===== config.mk =====
export PLATFORM = sky130hd
export DESIGN_NAME = if_fetch_unit
export DESIGN_NICKNAME = d
export VERILOG_FILES = /design/src/rtl/if_fetch_unit.sv
export SDC_FILE = /design/constraint.sdc
export NUM_CORES = 1
export LEC_CHECK = 0
export BUFFER_PORTS_ARGS = -buffer_cell sky130_fd_sc_hd__buf_2
export CORE_AREA = 2 2 113 137
export DETAILED_ROUTE_END_ITERATION = 10
export DIE_AREA = 0 0 115 139
export HOLD_SLACK_MARGIN = 0.15
export PLACE_DENSITY = 0.83
export REMOVE_ABC_BUFFERS = 1
export SKIP_LAST_GASP = 1
export SYNTH_ARGS = -nofsm -noshare
export SYNTH_HDL_FRONTEND = slang
export SYNTH_SLANG_ARGS = --single-unit

===== constraint.sdc =====
create_clock -name clk_i -period 4.4 [get_ports clk_i]
set_input_delay 0.22 -clock clk_i [delete_from_list [all_inputs] [get_ports clk_i]]
set_output_delay 0.22 -clock clk_i [all_outputs]
set_load 0.02 [all_outputs]

===== src/rtl/if_fetch_unit.sv =====
// if_fetch_unit: instruction fetch with req/ack memory port, 2-entry buffer and branch redirect; IF_FETCH_PERF_EN adds fetch/bubble counters
module if_fetch_unit #(
    parameter logic [31:0] RESET_PC = 32'h0000_0000
) (
    input  logic        clk_i,
    input  logic        rst_i,
    input  logic        Stall_i,
    input  logic        Branch_i,
    input  logic [31:0] BranchPC_i,
    output logic        imem_req_o,
    output logic [31:0] imem_addr_o,
    input  logic        imem_ack_i,
    input  logic [31:0] imem_data_i,
    output logic [31:0] PC_o,
    output logic [31:0] Inst_o,
    output logic        Flush_o
`ifdef IF_FETCH_PERF_EN
    ,
    output logic [31:0] fetch_cnt_o,
    output logic [31:0] bubble_cnt_o
`endif
);
    typedef enum logic [1:0] {IDLE, FETCH, WAIT, DROP} state_t;
    state_t      state_q, state_d;
    logic [31:0] fetch_pc_q, fetch_pc_d;
    logic [31:0] drop_addr_q, drop_addr_d;
    logic [31:0] pc_q [2];
    logic [31:0] pc_d [2];
    logic [31:0] inst_q [2];
    logic [31:0] inst_d [2];
    logic [1:0]  count_q, count_d;
    logic        push, pop, wr_idx;
    assign push    = (state_q == FETCH) && imem_ack_i && !Branch_i;
    assign pop     = !Stall_i && !Branch_i && (count_q != 2'd0);
    assign wr_idx  = count_q[0] ^ pop;
    assign Flush_o = Branch_i;
    assign PC_o    = (count_q != 2'd0) ? pc_q[0] : '0;
    assign Inst_o  = (count_q != 2'd0) ? inst_q[0] : '0;
    // buffer: a branch squashes everything; otherwise shift on pop and write behind the survivors
    always_comb begin
        pc_d    = pc_q;
        inst_d  = inst_q;
        count_d = Branch_i ? 2'd0 : count_q + {1'b0, push} - {1'b0, pop};
        if (pop) begin
            pc_d[0]   = pc_q[1];
            inst_d[0] = inst_q[1];
        end
        if (push) begin
            pc_d[wr_idx]   = fetch_pc_q;
            inst_d[wr_idx] = imem_data_i;
        end
    end
    // fetch FSM: a redirect during an unanswered request parks in DROP on the stale address until its ack
    always_comb begin
        imem_req_o  = (state_q == FETCH) || (state_q == DROP);
        imem_addr_o = (state_q == DROP) ? drop_addr_q : fetch_pc_q;
        drop_addr_d = (state_q == DROP) ? drop_addr_q : fetch_pc_q;
        fetch_pc_d  = Branch_i ? BranchPC_i : push ? fetch_pc_q + 32'd4 : fetch_pc_q;
        state_d     = (state_q == IDLE) ? FETCH :
                      (state_q == DROP) ? (imem_ack_i ? FETCH : DROP) :
                      (state_q == FETCH && Branch_i && !imem_ack_i) ? DROP :
                      (count_d == 2'd2) ? WAIT : FETCH;
    end
    // state registers
    always_ff @(posedge clk_i) begin
        if (rst_i) begin
            state_q     <= IDLE;
            fetch_pc_q  <= RESET_PC;
            drop_addr_q <= RESET_PC;
            count_q     <= 2'd0;
            pc_q        <= '{default: '0};
            inst_q      <= '{default: '0};
        end else begin
            state_q     <= state_d;
            fetch_pc_q  <= fetch_pc_d;
            drop_addr_q <= drop_addr_d;
            count_q     <= count_d;
            pc_q        <= pc_d;
            inst_q      <= inst_d;
        end
    end
`ifdef IF_FETCH_PERF_EN
    logic [31:0] fetch_cnt_q, bubble_cnt_q;
    assign fetch_cnt_o  = fetch_cnt_q;
    assign bubble_cnt_o = bubble_cnt_q;
    // counts accepted fetches and unstalled bubble cycles, wrapping naturally
    always_ff @(posedge clk_i) begin
        if (rst_i) begin
            fetch_cnt_q  <= '0;
            bubble_cnt_q <= '0;
        end else begin
            fetch_cnt_q  <= fetch_cnt_q + {31'd0, push};
            bubble_cnt_q <= bubble_cnt_q + {31'd0, !Stall_i && (Inst_o == 32'd0)};
        end
    end
`endif
endmodule

==> metrics.yaml <==
pwr:
  pwr_density_cell_nw_per_um2: 380
  p_leak_uw: 0.00417
  ir_drop_mv: 0.266
cells_and_area:
  finalInstanceArea_um2: 10700
  drive_gt1_share_pct: 20.1
  area_growth_pct: 24.4
  nets: 1304
  final_util_pct: 73.0
  antenna-diode-count: 0
  num-fill-cells: 1148
logic_synthesis:
  synth_top_area_share_pct: 45.4
  synth_area_per_cell_um2: 8.08
  synth_flop_cell: "dfxtp_1"
  synth_most_common_cell: "nand2_1"
  yosysWarnings: 0
  ys_ff_latch: 196
  synth.area.top_cells: "dfxtp_1 (45%), nand2_1 (12%), a311oi_1 (7.4%), nor2b_1 (4.8%), mux2_2 (4.2%)"
  yosys.area.top_type: "dfxtp_1"
  seq_area_frac_synth_pct: 45.4
  synth_edf_count: 0
  ys_types: 51
  synthArstFlopShare_pct: 0
  syn_area_um2: 8630
  yosys-top-cells-count: "nand2_1 (276), dfxtp_1 (196), nor2_1 (92), clkbuf_1 (77), a311oi_1 (73)"
  syn_inst: 1068
clock_network:
  h-tree-depth: 4
  root_buffer: "clkbuf_16"
  cts_buffers: 17
  clock_path_buffers: 2
  clk_pin_slew_ns: 0.07
  cts_tree: "done"
  postCtsSetupBuffers: 0
  clock_sinks: 196
  clock_latency_ns: 0.43
worst_setup_path:
  cp-start-kind: "flip-flop"
  critPathMaxFanout: 17
  critPathKind: "reg -> reg"
  worst_setup_path_end_kind: "flip-flop"
  cp_slowest_cell: "or4_1"
  crit_top_cell: "or4_1"
  cp.arrival_ns: 2.87
  required_ns: 4.73
  cpPeakStageDelay_ns: 0.75
  reg2reg_slack_ns: 1.85
  crit_path_cell_trace: "nand3_1, or4_1, or4_1, o2111a_1"
route:
  route.vias.total: 8127
  wl_per_cell_um: 15.9
  drtPass1Iterations: 7
  drt-total-wl_mm: 22.6
  drc: 0
  drtIter0Drc: 961
  vias_per_cell: 5.71
  ant_nets: 0
grt:
  groute.usage.overall_pct: 28.1
  antenna_found_initial: 0
  grt_pass1_wl_mm: 36.6
  overflow: 0
  grt_pass1_vias: 7505
  grt_max_degree: 105
placed_design:
  gp_congestion: 0.818
  dp_hpwl_mm: 13.3
  post_dp_cell_area_um2: 9410
  portBuffers: 166
die:
  dieArea_um2: 16000
  initial_core_util_pct: 58.7
  die_y_um: 139
  die_w_um: 115
  core_um2: 14700
  rows: 49
  ios: 167
timing:
  rsz0062_at_grt: "no"
  skew_ns: 0.00766
  setup-violations-final: 0
  fin_crit_sh_pct: 57.9
  max_freq_ghz: 0.393
  hold_violations: 0
  layout_min_cycle_time_ns: 2.55
  maxSlewHeadroom_pct: 25.9
  tightest_slew_ns: 1.11
  slew_violations: 0
run_status:
  status: "completed"
worst_hold_path:
  min_path_type: "in -> reg"
job:
  timing.max_cap.violations: 0
through the flow:
| stage | instances | TNS [ns] | power (uW) | setup WS (ns) | hold WS [ns] |
|---|---|---|---|---|---|
| 2_1_floorplan | 973 | -56.51 | 2110 | -1.83 | 0.289 |
| 4_1_cts | 1423 | 0 | 4090 | 1.88 | 0.167 |
| 3_3_place_gp | 1328 | 0 | 2240 | 1.94 | 0.441 |
| 5_1_grt | 1423 | 0 | 4210 | 1.73 | 0.176 |
| 6_report | 1423 | 0 | 4080 | 1.85 | 0.173 |
| 3_5_place_dp | 1328 | 0 | 2250 | 1.82 | 0.447 |
final timing paths:
path / startpoint / to / cells past startpoint
worst min-delay path: BranchPC_i[27] / fetch_pc_q[27] / 3
worst max register to register: fetch_pc_q[4] / fetch_pc_q[27] / 4
worst max-delay path: fetch_pc_q[4] / fetch_pc_q[27] / 4
worst min register to register: flip-flop / flip-flop / 2
power by group:
| part | leakage (uW) | switching (uW) | internal [uW] |
|---|---|---|---|
| Sequential | 0.00160 | 61.4 | 1840 |
| Clock | 0.000342 | 679 | 1140 |
| Combinational | 0.00223 | 195 | 164 |
critical path, delay by kind of cell, from the launching register on:
kind | cells | cell delay (ns)
AOI/OAI and AO/OA | 1 | 0.25
DFF | 1 | 0.56
and+or+nand+nor | 3 | 1.62
placed cells by master (no fill, tap or decap), types with 3 or more instances in the layout:
master         instances
xor2_1                 3
buf_2                165
mux2_2                32
nand4_1               12
bufinv_16              7
a211oi_1              10
clkinv_2               3
ha_1                   3
nor3_1                 3
nand2_1              276
and2_1                36
a21oi_1               66
or4_1                 11
nor2b_1               66
dfxtp_1              196
or3_1                  8
nor2_1                91
inv_1                 11
o31ai_1                5
o21ai_0                9
buf_4                 12
nand3_1               10
clkbuf_16             17
dlygate4sd3_1         63
mux2i_1                3
nor4_1                 5
and4_1                 3
a311oi_1              73
xnor2_1                6
timing repair:
item | 4_1_cts | 5_1_grt
endpoints found under the hold margin | 95 | 0
hold buffers | 63 | 0
gates resized for setup | 0 | 0
setup endpoints to repair | 0 | 0
cell type report:
| class | count | area [um^2] | share of cell area, % |
|---|---|---|---|
| inverters | 12 | 45.0 | 0.419 |
| repair buffers | 240 | 1550 | 14.4 |
| well taps | 178 | 223 | 2.07 |
| clock buffers | 19 | 443 | 4.12 |
| flip-flops and latches | 196 | 3920 | 36.5 |
| multi-input cells | 765 | 4310 | 40.1 |
| clock inverters | 13 | 251 | 2.34 |
kinds of logic (layout without fill, tap and decap cells):
| group | after synthesis | after routing | share of synthesized area (%) |
|---|---|---|---|
| AOI/OAI and AO/OA | 184 | 184 | 15.2 |
| DFF | 196 | 196 | 45.4 |
| adders and majority gates | 3 | 3 | 0.435 |
| muxes | 35 | 35 | 4.52 |
| xor gates and xnor gates | 10 | 10 | 1.19 |
| buffers and inverters | 107 | 284 | 4.87 |
| and+or+nand+nor | 533 | 533 | 28.3 |
layer usage:
metal | vias up | global-route usage, % | share of wire [%]
met5 | - | 0 | 0
met4 | 0 | 9.64 | 1.6
met3 | 30 | 4.55 | 5.4
met2 | 279 | 47.5 | 51
met1 | 3851 | 36.4 | 42
li1 | 3967 | - | -
No activity file was read; power rests on OpenSTA's default activity.
